**src/rtl/mux_pipe_pkg.sv**
```systemverilog
// Shared types and helpers for the pipelined N-to-1 selector.
package mux_pipe_pkg;

  localparam int unsigned WIDTH_DEF  = 32;
  localparam int unsigned NUM_IN_DEF = 5;

  typedef enum logic [1:0] {
    EMPTY = 2'd0,
    ONE   = 2'd1,
    TWO   = 2'd2
  } state_t;

  // Select width, never below one bit.
  function automatic int unsigned sel_width(input int unsigned n);
    return (n <= 2) ? 1 : $clog2(n);
  endfunction

endpackage

```
**src/rtl/mux_nto1.sv**
```systemverilog
// Combinational N-to-1 selector; out-of-range selects fall back to input 0.
module mux_nto1
  import mux_pipe_pkg::*;
#(
  parameter int unsigned WIDTH  = WIDTH_DEF,
  parameter int unsigned NUM_IN = NUM_IN_DEF,
  localparam int unsigned SEL_W = sel_width(NUM_IN)
) (
  input  logic [NUM_IN*WIDTH-1:0] data_i,
  input  logic [SEL_W-1:0]        se_i,
  output logic [WIDTH-1:0]        y_o,
  output logic                    range_err_o
);

  always_comb begin
    y_o = data_i[0 +: WIDTH];
    for (int unsigned k = 1; k < NUM_IN; k++) begin
      if (se_i == SEL_W'(k)) y_o = data_i[k*WIDTH +: WIDTH];
    end
  end

  // A full power-of-two select space has no illegal codes.
  if (NUM_IN == (1 << SEL_W)) begin : g_full
    assign range_err_o = 1'b0;
  end else begin : g_range
    assign range_err_o = (se_i >= SEL_W'(NUM_IN));
  end

endmodule

```
**src/rtl/mux_nto1_pipe.sv**
```systemverilog
// Selector followed by a 2-entry skid buffer with valid/ready on both sides.
module mux_nto1_pipe
  import mux_pipe_pkg::*;
#(
  parameter int unsigned WIDTH  = WIDTH_DEF,
  parameter int unsigned NUM_IN = NUM_IN_DEF,
  localparam int unsigned SEL_W = sel_width(NUM_IN)
) (
  input  logic                    clk_i,
  input  logic                    rst_i,
  input  logic [NUM_IN*WIDTH-1:0] data_i,
  input  logic [SEL_W-1:0]        se_i,
  input  logic                    valid_i,
  output logic                    ready_o,
  output logic [WIDTH-1:0]        y_o,
  output logic                    valid_o,
  input  logic                    ready_i,
  output logic                    sel_err_o,
  input  logic                    err_clr_i
);

  state_t           state_q, state_d;
  logic [WIDTH-1:0] main_q, main_d;
  logic [WIDTH-1:0] skid_q, skid_d;
  logic             err_q, err_d;
  logic             valid_q, valid_d;
  logic             ready_q, ready_d;
  logic [WIDTH-1:0] mux_y;
  logic             mux_err;
  logic             in_xfer;
  logic             out_xfer;

  mux_nto1 #(
    .WIDTH  (WIDTH),
    .NUM_IN (NUM_IN)
  ) u_mux (
    .data_i      (data_i),
    .se_i        (se_i),
    .y_o         (mux_y),
    .range_err_o (mux_err)
  );

  // ready_q is a flop; the reset gate only blocks transfers during reset.
  assign ready_o   = ready_q & ~rst_i;
  assign valid_o   = valid_q;
  assign y_o       = main_q;
  assign sel_err_o = err_q;

  assign in_xfer  = valid_i & ready_o;
  assign out_xfer = valid_q & ready_i;

  always_comb begin
    state_d = state_q;
    main_d  = main_q;
    skid_d  = skid_q;
    err_d   = err_q;
    unique case (state_q)
      EMPTY: begin
        if (in_xfer) begin
          main_d  = mux_y;
          state_d = ONE;
        end
      end
      ONE: begin
        if (in_xfer && out_xfer) begin
          main_d = mux_y;
        end else if (in_xfer) begin
          skid_d  = mux_y;
          state_d = TWO;
        end else if (out_xfer) begin
          state_d = EMPTY;
        end
      end
      TWO: begin
        if (out_xfer) begin
          main_d  = skid_q;
          state_d = ONE;
        end
      end
      default: state_d = EMPTY;
    endcase
    // A new error wins over a coincident clear.
    if (in_xfer && mux_err) err_d = 1'b1;
    else if (err_clr_i)     err_d = 1'b0;
    valid_d = (state_d != EMPTY);
    ready_d = (state_d != TWO);
  end

  always_ff @(posedge clk_i) begin
    if (rst_i) begin
      state_q <= EMPTY;
      main_q  <= '0;
      skid_q  <= '0;
      err_q   <= 1'b0;
      valid_q <= 1'b0;
      ready_q <= 1'b1;
    end else begin
      state_q <= state_d;
      main_q  <= main_d;
      skid_q  <= skid_d;
      err_q   <= err_d;
      valid_q <= valid_d;
      ready_q <= ready_d;
    end
  end

endmodule
```
**config.mk**
```make
export PLATFORM = sky130hd
export DESIGN_NAME = mux_nto1_pipe
export DESIGN_NICKNAME = d
export VERILOG_FILES = /design/src/rtl/mux_pipe_pkg.sv /design/src/rtl/mux_nto1.sv /design/src/rtl/mux_nto1_pipe.sv
export SDC_FILE = /design/constraint.sdc
export NUM_CORES = 1
export LEC_CHECK = 0
export ABC_AREA = 0
export BUFFER_PORTS_ARGS = -buffer_cell sky130_fd_sc_hd__buf_2
export CAP_MARGIN = 0
export CORE_MARGIN = 2
export CORE_UTILIZATION = 51
export DETAILED_ROUTE_END_ITERATION = 10
export PLACE_DENSITY_LB_ADDON = 0.08
export SLEW_MARGIN = 20
export SYNTH_ARGS = -nofsm -noshare
export SYNTH_HDL_FRONTEND = slang
export SYNTH_SLANG_ARGS = --single-unit
```
**constraint.sdc**
```tcl
create_clock -name clk_i -period 2.63 [get_ports clk_i]
set_clock_uncertainty 0.2 [all_clocks]
set_input_delay 0.3945 -clock clk_i [delete_from_list [all_inputs] [get_ports clk_i]]
set_output_delay 0.3945 -clock clk_i [all_outputs]
set_load 0.1 [all_outputs]
```
# --- Word-level counts from Yosys, hierarchy flattened ---
# Index checks and enable logic that the tools add are counted.
word_totals:
  regBits: 69
  in_bits: 168
  out_inout_bits: 35
  word_cells: 46
classes:
  magnitude_cmp: 1
  eq_ne: 10
  mux: 16
  n_bitwise: 5
  n_reduce_logical: 8
ops:
  columns: ["cell", "count"]
  rows:
  - ["32-bit two-way mux", 7]
  - ["32-bit case mux with 3 select lines", 1]
  - ["2-bit two-way mux", 5]
  - ["2-bit inequality test, second input constant", 4]
  - ["3-bit by 2-bit equality test with 1-bit output, second input constant", 2]
  - ["2-bit case mux with 3 select lines", 1]
  - ["4-bit AND reduction", 1]
  - ["2-bit nonzero test", 2]
  - ["1-bit AND", 3]
  - ["3-bit by 1-bit equality test with 1-bit output, second input constant", 1]
  - ["3-bit equality test, second input constant", 1]
  - ["3-bit >= comparator, second input constant", 1]
  - ["3-bit AND reduction", 1]
  - ["3-bit nonzero test", 1]
  - ["2-bit by 1-bit equality test with 1-bit output, second input constant", 1]
  - ["2-bit equality test, second input constant", 1]
  - ["1-bit logical AND", 2]
  - ["2-bit zero test", 1]
  - ["1-bit two-way mux", 2]
  - ["1-bit NOT", 2]

# --- Logic depth before layout (Yosys ltp) ---
depth:
  word_depth: 7
  ltp_mapped: 8
  mapped_depth_nobuf: 4

# --- Hierarchy ---
# From an unflattened synthesis, not the netlist that was laid out.
hier_totals:
  cells_unflattened: 535
  hier_area_um2: 4473.0
modules_own_cells:
  columns: ["module", "instances", "cells_each", "area_each_um2", "seq_area_each_um2"]
  rows:
  - ["mux_nto1_pipe", 1, 308, 2890.3, 1381.3]
  - ["mux_nto1", 1, 227, 1582.8, 0.0]

# --- Worst setup path before layout ---
# No wires, ideal clock.
synth_timing:
  path_kind: "register to register"
  from: "register valid_q, in the netlist valid_o"
  to: "register main_q[0], in the netlist y_o[0]"
  setup_time_ns: 0.119
  arrival_time_ns: 2.230
  t_required_ns: 2.311
  setup_slack_ns: 0.081
  path_stages_with_launch: 7
  n_path_buf: 2
  synth_period_minus_slack_ns: 2.549
  cell_sequence: "dfxtp_1 > a21boi_1 > or3_1 > and3b_1 > clkbuf_1 > buf_2 > a32o_1"
synth_between:
  elab_chain_len: 4
  word_cells_on_any_way: 5
  classes_between: "eq/ne: 2; bitwise: 1; reduce/logical: 2"
synth_lines:
  columns: ["item", "line", "text"]
  rows:
  - ["from (decl)", "mux_nto1_pipe.sv:26", "logic valid_q, valid_d;"]
  - ["from (signal assigned)", "mux_nto1_pipe.sv:102", "valid_q <= valid_d;"]
  - ["1-bit AND *", "mux_nto1_pipe.sv:50", "assign out_xfer = valid_q & ready_i;"]
  - ["1-bit logical AND", "mux_nto1_pipe.sv:65", "if (in_xfer && out_xfer) begin"]
  - ["2-bit inequality test (no source line)", null, null]
  - ["4-bit AND reduction (no source line) *", null, null]
  - ["to (signal assigned)", "mux_nto1_pipe.sv:99", "main_q <= main_d;"]
  - ["to (decl)", "mux_nto1_pipe.sv:23", "logic [WIDTH-1:0] main_q, main_d;"]
# Mark *: on every way between the ends. The rest lies on a longest branch, timed or not.
# A chain may end at the register's enable or synchronous reset.

# --- Worst setup path after layout ---
layout_timing:
  from: "register valid_q, in the netlist valid_o"
  to: "register main_q[26], in the netlist y_o[26]"
# Same word-level chain as after synthesis.

==> results by group <==
Clocking
  – Clock input transition at the sequential cells of the worst setup and hold paths: 0.08 ns
  – Root cell of the clock tree: clkbuf_8
  – Number of buffers inserted for hold repair after clock tree synthesis: 0
  – Post-CTS setup repair buffer count: 0
  – Number of levels the H-tree was split into: 3
  – Insertion delay of the later-clocked pin in the worst-skew pair: 0.34 ns
  – Maximum clock path buffer count: 2
  – CTS tree: built
  – TritonCTS Sinks: 69
  – Number of buffers created by CTS: 9
  – Count of cells resized by post-cts repair: 0

Timing
  – Unrepaired setup endpoints after global routing: false
  – Crit path setup slack, layout: 0.488 ns
  – Fin. Hold Viols: 0
  – Final period demand of the worst path: 2.14 ns
  – Tightest slew margin relative to the limit: 41.5%
  – Setup total negative slack: 0 ns
  – Slew Limit Fails: 0
  – Share of the cycle needed by the critical path after routing: 81.4%
  – Final setup violation count: 0
  – Pin slew with the least headroom to its limit: 0.877 ns
  – Highest clock rate: 0.467 GHz

Power
  – Logic pwr share: 41.3%
  – Leakage power: 2.45 nW
  – Switching power total: 1.50 mW
  – Worst voltage drop across the vdd grid: 0.000337 V
  – Part of the power in registers: 35.3%
  – Internal Pwr Total: 2.01 mW
  – Fraction of power spent switching nets: 42.7%
  – P per Cell Area: 631 mW/mm^2
  – Clock power frac: 23.4%

Floorplan
  – Die Ht: 95.5 microns
  – Number of cell rows: 33
  – Placeable core area: 0.00818 sq mm
  – Die W: 95.5 microns
  – Die area: 0.00912 sq mm
  – Starting density of the core: 52.2%
  – Ports placed on the boundary: 203

Global route
  – GR met2 Demand/Resource: 53.6%
  – Wire length of the first global-routing pass: 22,800 microns
  – All-layer global routing usage: 32.0%
  – Largest net degree at the start of global routing: 48
  – Met1 demand-to-capacity share in global routing: 39.7%
  – Total gr overflow: 0
  – Global Route met3 Usage: 6.40%
  – Number of global-route vias before repair: 4,760
  – Global route hottest layer: met2
  – Initial antenna violation count: 0

Routing
  – Detail-routed via count per cell: 6.20
  – Average wire length per cell after detail routing: 18.4 microns
  – Residual DRC count: 0
  – Wire length after detailed routing: 14,600 microns
  – Routed via count: 4,907
  – Number of iterations in the first detailed-routing pass: 5
  – First-iteration detailed-routing DRC count: 344
  – Final ANT Viol Nets: 0

Synth
  – Area share of the largest cell type after synthesis: 32.3%
  – Leading cell types by total area after synthesis: dfxtp_1 32%, a32o_1 7.5%, nand2b_1 5.3%
  – Cell accounting for the most synthesized area: dfxtp_1
  – Cell types with the highest counts after synthesis: 69 x dfxtp_1, 36 x nand2b_1, 35 x nand2_1, 35 x nor2_1
  – Mean cell area of the mapped netlist: 8.49 sq um
  – Number of enable flip-flop cells after synthesis: 0
  – Total standard cell area after synthesis: 0.00427 sq mm
  – Distinct cell type count after synthesis: 37
  – Number of warnings issued by yosys: 0
  – Post-Syn Instances: 503
  – Flip-flop cell with the highest count after synthesis: dfxtp_1
  – Number of synthesized register bits: 69
  – Async S/R FF share, synth: 0%
  – Number of nets produced by synthesis: 671
  – Sequential cell area fraction in the yosys report: 32.3%
  – Cell with the most instances after synthesis: dfxtp_1

Cells and area
  – Area taken by multi-input logic gates: 0.00264 sq mm
  – Number of nets at the end of the flow: 852
  – Share of post-route cells with drive strength above 1: 40.0%
  – Antenna cell count: 0
  – Area of all sequential standard cells: 0.00138 sq mm
  – Layout-stage area growth over the synthesis result: 30.2%
  – Number of fill cells in the layout: 729

Worst setup path
  – Maximum cell stage delay along the critical path: 0.43 ns
  – Crit. End Element: flip-flop
  – Worst-path fanout max: 24
  – Startpoint-to-endpoint class of the critical path: reg -> reg
  – Worst setup path startpoint: valid_o$_SDFF_PP0_
  – Ordered list of cells on the worst path: a21boi_1, or3_1, and3b_1, buf_12, a32o_1
  – R2R depth: 5
  – Worst setup SP type: flip-flop
  – Largest delay contributor family on the critical path: simple AND/OR/NAND/NOR gates
  – Slowest cell on crit path: dfxtp_1
  – Data arrival time at the worst-slack endpoint: 2.17 ns
  – Path length in cells of the critical path: 5
  – Worst r2r src: valid_o$_SDFF_PP0_
  – Required time at the endpoint of the critical path: 2.66 ns
  – Crit path buffers/inverters: 1

Hold path
  – Start point of the worst min-delay path: err_clr_i
  – Worst hold path type: in -> reg
  – Min-Delay Path Depth: 3

Placed design
  – Count of buffers from port buffering: 202
  – Final weighted congestion in routability-driven placement: 0.878
  – Post-detailed-placement half-perimeter wirelength: 10,200 microns
  – Post-Place Worst Slack: 0.391 ns

Run
  – Max Cap Viol: 0

Run status
  – Outcome: finished, final reports clean
==> cell type report <==
class	count	area share, %
multi-input cells	379	47.4
flip-flops and latches	69	24.8
repair buffers	223	21.9
clock buffers	13	3.22
well taps	105	2.36
inverters	2	0.135
clock inverters	1	0.0900
==> power by group through the flow <==
stage                     clock (mW)  combinational, mW  sequential (mW)
after floorplan                    0              0.487             1.84
after global placement             0               1.42             1.26
after detailed placement           0               1.44             1.26
after CTS                      0.829               1.44             1.24
after global routing           0.886               1.53             1.25
final                          0.822               1.45             1.24
==> per-stage QoR <==
stage	cell area, sq um	power [mW]	instances	util [%]	hold WS, ns
after floorplan	4270	2.33	503	-	0.262
after global placement	5380	2.68	778	65.8	0.245
after detailed placement	5380	2.70	778	65.8	0.249
after CTS	5560	3.51	792	68.0	0.104
after global routing	5560	3.67	792	68.0	0.119
final	5560	3.51	792	68.0	0.113
==> placed cells by master (no fill, tap or decap), types with 17 or more instances in the layout <==
| cell type | count |
|---|---|
| buf_2 | 202 |
| nand2_1 | 35 |
| mux2_2 | 17 |
| dfxtp_1 | 69 |
| nor3_1 | 32 |
| buf_4 | 17 |
| nor2_1 | 35 |
| o211a_1 | 17 |
| o32ai_1 | 17 |
| nand2b_1 | 36 |
| a32o_1 | 32 |
| a21oi_1 | 31 |
| o211ai_1 | 17 |
==> tightest hold or removal path, cell delays in order <==
cell,delay (ns)
buf_2,0.08
nand2b_1,0.09
a21oi_1,0.05
==> cell families after synthesis <==
family	share of synthesized area (%)
fa+ha+maj	0.234
simple gates	21.5
compound gates	34.8
flops	32.3
mux	4.48
buf+inv	6.59
==> layer usage <==
metal	wire length, microns	up-vias
li1	-	2292
met3	1300	34
met5	0	-
met1	5820	2317
met4	329	0
met2	7100	264
==> sequential cells by signal, summed over array words and instances, names as in the netlist <==
name and count:
sel_err_o 1, ready_q 1, state_q 2, skid_q 32
valid_o 1, y_o 32
==> worst paths after layout <==
path                                               end  slack, ns
worst max-delay path              y_o[26]$_SDFFE_PP0P_       0.49
worst min-delay path            sel_err_o$_SDFFE_PP0P_       0.11
worst max register to register    y_o[26]$_SDFFE_PP0P_       0.49
worst min register to register     y_o[4]$_SDFFE_PP0P_       0.26
Power figures use the tool's default switching activity.
